## src/rtl/serial_word_rx.sv

```systemverilog
// Receive-side deserializer: rebuilds N-bit words from a framed 1-bit serial stream
// and presents each word on a valid/ready handshake, with overrun and framing flags.
module serial_word_rx #(
  parameter int N         = 8,
  parameter bit MSB_FIRST = 1'b1
) (
  input  logic         clock,
  input  logic         reset_n,
  input  logic         sin,
  input  logic         sin_valid,
  input  logic         sof,
  output logic [N-1:0] q,
  output logic         q_valid,
  input  logic         q_ready,
  output logic         overrun,
  output logic         frame_err,
  input  logic         clr_err
);

  localparam int CW = $clog2(N + 1);
  localparam logic [CW-1:0] CNT_ONE  = CW'(1);
  localparam logic [CW-1:0] CNT_LAST = CW'(N - 1);

  localparam logic [1:0] S_IDLE = 2'd0;
  localparam logic [1:0] S_RECV = 2'd1;
  localparam logic [1:0] S_HOLD = 2'd2;

  logic [1:0]    state_q,     state_d;
  logic [N-1:0]  shreg_q,     shreg_d;
  logic [CW-1:0] cnt_q,       cnt_d;
  logic [N-1:0]  q_q,         q_d;
  logic          q_valid_q,   q_valid_d;
  logic          overrun_q,   overrun_d;
  logic          frame_err_q, frame_err_d;

  logic [N-1:0]  shift_cur;
  logic [N-1:0]  shift_new;
  logic          ovr_set;
  logic          handshake;

  // Inserts one serial bit at the end of the word selected by MSB_FIRST.
  function automatic logic [N-1:0] shift_in(input logic [N-1:0] cur, input logic b);
    logic [N-1:0] r;
    r = cur;
    if (MSB_FIRST) begin
      for (int i = N - 1; i >= 1; i--) begin
        r[i] = cur[i-1];
      end
      r[0] = b;
    end else begin
      for (int i = 0; i <= N - 2; i++) begin
        r[i] = cur[i+1];
      end
      r[N-1] = b;
    end
    return r;
  endfunction

  assign shift_cur = shift_in(shreg_q, sin);
  assign shift_new = shift_in({N{1'b0}}, sin);
  assign handshake = q_valid_q && q_ready;

  always_comb begin
    state_d     = state_q;
    shreg_d     = shreg_q;
    cnt_d       = cnt_q;
    q_d         = q_q;
    q_valid_d   = q_valid_q;
    frame_err_d = 1'b0;
    ovr_set     = 1'b0;

    case (state_q)
      S_IDLE: begin
        // Bits outside a frame are silently ignored until a sof arrives.
        if (sin_valid && sof) begin
          shreg_d = shift_new;
          cnt_d   = CNT_ONE;
          state_d = S_RECV;
        end
      end

      S_RECV: begin
        if (sin_valid && sof) begin
          // Restart: partial word dropped, the sof bit opens the new frame.
          shreg_d     = shift_new;
          cnt_d       = CNT_ONE;
          frame_err_d = 1'b1;
        end else if (sin_valid) begin
          shreg_d = shift_cur;
          if (cnt_q == CNT_LAST) begin
            q_d       = shift_cur;
            q_valid_d = 1'b1;
            cnt_d     = '0;
            state_d   = S_HOLD;
          end else begin
            cnt_d = cnt_q + CNT_ONE;
          end
        end
      end

      S_HOLD: begin
        if (handshake) begin
          q_valid_d = 1'b0;
          if (sin_valid && sof) begin
            shreg_d = shift_new;
            cnt_d   = CNT_ONE;
            state_d = S_RECV;
          end else begin
            ovr_set = sin_valid;
            state_d = S_IDLE;
          end
        end else begin
          ovr_set = sin_valid;
        end
      end

      default: begin
        state_d   = S_IDLE;
        cnt_d     = '0;
        q_valid_d = 1'b0;
      end
    endcase

    // A new drop in the same cycle as a clear keeps the flag set.
    overrun_d = ovr_set | (overrun_q & ~clr_err);
  end

  always_ff @(posedge clock or negedge reset_n) begin
    if (!reset_n) begin
      state_q     <= S_IDLE;
      shreg_q     <= '0;
      cnt_q       <= '0;
      q_q         <= '0;
      q_valid_q   <= 1'b0;
      overrun_q   <= 1'b0;
      frame_err_q <= 1'b0;
    end else begin
      state_q     <= state_d;
      shreg_q     <= shreg_d;
      cnt_q       <= cnt_d;
      q_q         <= q_d;
      q_valid_q   <= q_valid_d;
      overrun_q   <= overrun_d;
      frame_err_q <= frame_err_d;
    end
  end

  assign q         = q_q;
  assign q_valid   = q_valid_q;
  assign overrun   = overrun_q;
  assign frame_err = frame_err_q;

endmodule

```

## config.mk

```make
export PLATFORM = sky130hd
export DESIGN_NAME = serial_word_rx
export DESIGN_NICKNAME = d
export VERILOG_FILES = /design/src/rtl/serial_word_rx.sv
export SDC_FILE = /design/constraint.sdc
export NUM_CORES = 1
export LEC_CHECK = 0
export CORE_ASPECT_RATIO = 1.25
export CORE_MARGIN = 2
export CORE_UTILIZATION = 65
export DETAILED_ROUTE_END_ITERATION = 8
export DONT_BUFFER_PORTS = 1
export GPL_ROUTABILITY_DRIVEN = 0
export HOLD_SLACK_MARGIN = 0.02
export MAX_ROUTING_LAYER = met4
export PLACE_DENSITY_LB_ADDON = 0.12
export RECOVER_POWER = 100
export SKIP_CTS_REPAIR_TIMING = 1
export SYNTH_ARGS = -nofsm -noshare
export SYNTH_HDL_FRONTEND = slang
export SYNTH_SLANG_ARGS = --single-unit
```

## constraint.sdc

```tcl
create_clock -name clock -period 3.47 [get_ports clock]
set_input_delay 0.5205 -clock clock [delete_from_list [all_inputs] [get_ports clock]]
set_output_delay 0.5205 -clock clock [all_outputs]
set_load 0.005 [all_outputs]
```

==> flow_metrics.env <==
export IMPL_status="completed"
export IMPL_ys_warn_count=0
export IMPL_die_h_um=50.7
export IMPL_holdPathEnd="overrun"
export IMPL_period_share=0.541
export IMPL_final_cells=111
export IMPL_initial_core_util=0.708
export IMPL_cpLargestDelayFamily="compound AO/OA/AOI/OAI gates"
export IMPL_ys_ff_latch=24
export IMPL_critPathSlowestCell="a21oi_1"
export IMPL_max_freq_mhz=532
export IMPL_grt_max_degree=25
export IMPL_place_area_mm2=0.00113
export IMPL_first_pass_iters=4
export IMPL_vias_per_cell=6.49
export IMPL_std_cell_rows=16
export IMPL_vias=720
export IMPL_hpwl_um=1390
export IMPL_diodes=0
export IMPL_synth_top_area_share=0.530
export IMPL_layout_common_cells="dfrtp_1, mux2_2, and3_1"
export IMPL_cts_tree="done"
export IMPL_finalHoldViolCount=0
export IMPL_relSlewSlack=0.151
export IMPL_regToRegStartpoint="state_q[0]"
export IMPL_cp_end_kind="flop"
export IMPL_worst_slack_ns=1.59
export IMPL_wl_per_cell_um=18.2
export IMPL_drt_iter0_drc=8
export IMPL_fp_dieArea_mm2=0.00210
export IMPL_syn_inst=91
export IMPL_clock_sinks=24
export IMPL_cp_max_fo=15
export IMPL_grt_pass1_vias=743
export IMPL_worstMarginPinSlew_ns=1.27
export IMPL_clk_latency_ns=0.30
export IMPL_final_antenna_net_count=0
export IMPL_overflow=0
export IMPL_synth_area_leader_cell="dfrtp_1"
export IMPL_r2r_end="shreg_q[3]"
export IMPL_wl_um=2030
export IMPL_layout_commonest_cell="dfrtp_1"
export IMPL_min_delay_start="clr_err"
export IMPL_wl_met1_um=848
export IMPL_hp_class="input port to flop"
export IMPL_dr_wl_met3_um=85
export IMPL_max_stage_delay_ns=0.59
export IMPL_drcViolationCount=0
export IMPL_cts_reportedPaths_clkPinSlew_ns=0.13
export IMPL_tns_ns=0
export IMPL_netlist_top_cells_area="dfrtp_1, mux2_2, and3_1, a21o_1, o211a_1"
export IMPL_peakVddDrop_v=0.000409
export IMPL_cts_htree_levels=1
export IMPL_crit_required_ns=3.67
export IMPL_layout_drive_gt1_share=0.215
export IMPL_final_area_mm2=0.00117
export IMPL_drv_slew=0
export IMPL_core_mm2=0.00160
export IMPL_maxUsedRoutingLayer="met4"
export IMPL_drv_cap=0
export IMPL_cts_buffers=3
export IMPL_power_leakage_nw=0.573
export IMPL_track_usage=0.229
export IMPL_skew_ns=0.00159
export IMPL_critPathArrivalTime_ns=2.08
export IMPL_io_pins=18
export IMPL_fillers=113
export IMPL_synth_seq_area_share=0.530
export IMPL_worstPathCellList="nand3b_1, a21oi_1, mux2_2"
export IMPL_post_route_min_period_ns=1.88
export IMPL_critPathBufInv=0
export IMPL_dpl_worst_slack_ns=1.82
export IMPL_clockRootBuffer="clkbuf_4"
export IMPL_syn_area_mm2=0.00113
export IMPL_area_growth_pct=2.98
export IMPL_wl_met2_um=1080
export IMPL_synth_nets=99
export IMPL_p_per_area_mw_per_mm2=693
export IMPL_synth_cell_type_count=35
export IMPL_worst_hold_path_num_cells=1
export IMPL_critPathKind="flop to flop"
export IMPL_dpl_cell_count=105
export IMPL_power_mw=0.809
export IMPL_nNetsFinal=102
export IMPL_rr_worst_depth=3
export IMPL_r2r_slack_ns=1.59
export IMPL_chipWidth_um=41.4
export IMPL_setup_viol=0
export IMPL_timing_critical_path_from_type="flop"
export IMPL_place_port_buffers=0
export IMPL_avgSynthCellArea_um2=12.5
export IMPL_antenna_found_initial=0
export IMPL_clk_path_buf_depth=2
export IMPL_grt_pass1_wl_um=3190
export IMPL_rsz0062_at_grt="false"
==> synthesized netlist by cell type <==
library cell / count
nand3_1: 3
and3_1: 8
nand4b_1: 1
nand3b_1: 1
and4b_1: 1
clkbuf_1: 1
a21oi_2: 1
dfrtp_1: 24
buf_4: 1
o21ai_1: 1
nand2_1: 4
a21o_1: 3
a22o_1: 1
or4b_1: 1
o211a_1: 2
a21bo_1: 1
ha_1: 1
or2_2: 1
buf_2: 1
mux2_2: 15
o2111ai_1: 1
buf_6: 1
a21oi_1: 1
o211ai_2: 1
nor2b_1: 1
and4bb_1: 1
mux2_1: 1
nand2_2: 1
o21ai_0: 2
a32oi_1: 1
inv_1: 4
and3b_1: 1
a41oi_1: 1
nor2_1: 1
o32ai_1: 1
==> registers in the layout, summed over array words and instances (netlist names) <==
| signal | flops |
|---|---|
| q | 8 |
| q_valid | 1 |
| overrun | 1 |
| shreg_q | 7 |
| state_q | 2 |
| frame_err | 1 |
| cnt_q | 4 |
==> where the power goes <==
part | internal, mW | total [mW] | switching [mW]
clock network | 0.0639 | 0.143 | 0.0794
logic | 0.122 | 0.207 | 0.0851
registers | 0.370 | 0.459 | 0.0887
==> area by class of cell <==
| type | instances | area (µm²) | area share |
|---|---|---|---|
| clock buffer | 4 | 36.3 | 0.0311 |
| inverter | 4 | 15.0 | 0.0129 |
| multi-input combinational | 59 | 479 | 0.411 |
| sequential | 24 | 601 | 0.514 |
| tap | 18 | 22.5 | 0.0193 |
| timing repair buffer | 2 | 13.8 | 0.0118 |
==> cell families (layout without fill, tap and decap cells) <==
group,after synthesis,after routing,synth area share
and+or+nand+nor,25,25,0.141
DFF,24,24,0.530
AOI/OAI and AO/OA,17,17,0.121
muxes,16,16,0.159
buffers and inverters,8,10,0.0375
adders and majority gates,1,1,0.0110
==> worst max-delay path by stage <==
stage | from | endpoint | slack [ns] | cells after the start
2_1_floorplan | sin_valid | shreg_q[0] | 1.97 | 4
6_report | state_q[0] | shreg_q[3] | 1.59 | 3
5_1_grt | reset_n | q[6] | 1.42 | 2
3_3_place_gp | state_q[0] | shreg_q[4] | 1.85 | 3
3_5_place_dp | state_q[0] | shreg_q[5] | 1.82 | 3
4_1_cts | state_q[0] | shreg_q[5] | 1.79 | 3
==> routing by layer <==
| metal | up-vias | track usage |
|---|---|---|
| met5 | - | - |
| met3 | 2 | 0.0398 |
| li1 | 343 | - |
| met2 | 15 | 0.385 |
| met1 | 360 | 0.270 |
| met4 | 0 | 0.0645 |
==> through the flow <==
step	util	hold slack, ns
6_report	0.729	0.319
5_1_grt	0.729	0.311
4_1_cts	0.727	-0.120
3_5_place_dp	0.705	0.225
3_3_place_gp	0.705	0.225
2_1_floorplan	-	0.225
No activity file was read; power rests on OpenSTA's default activity.
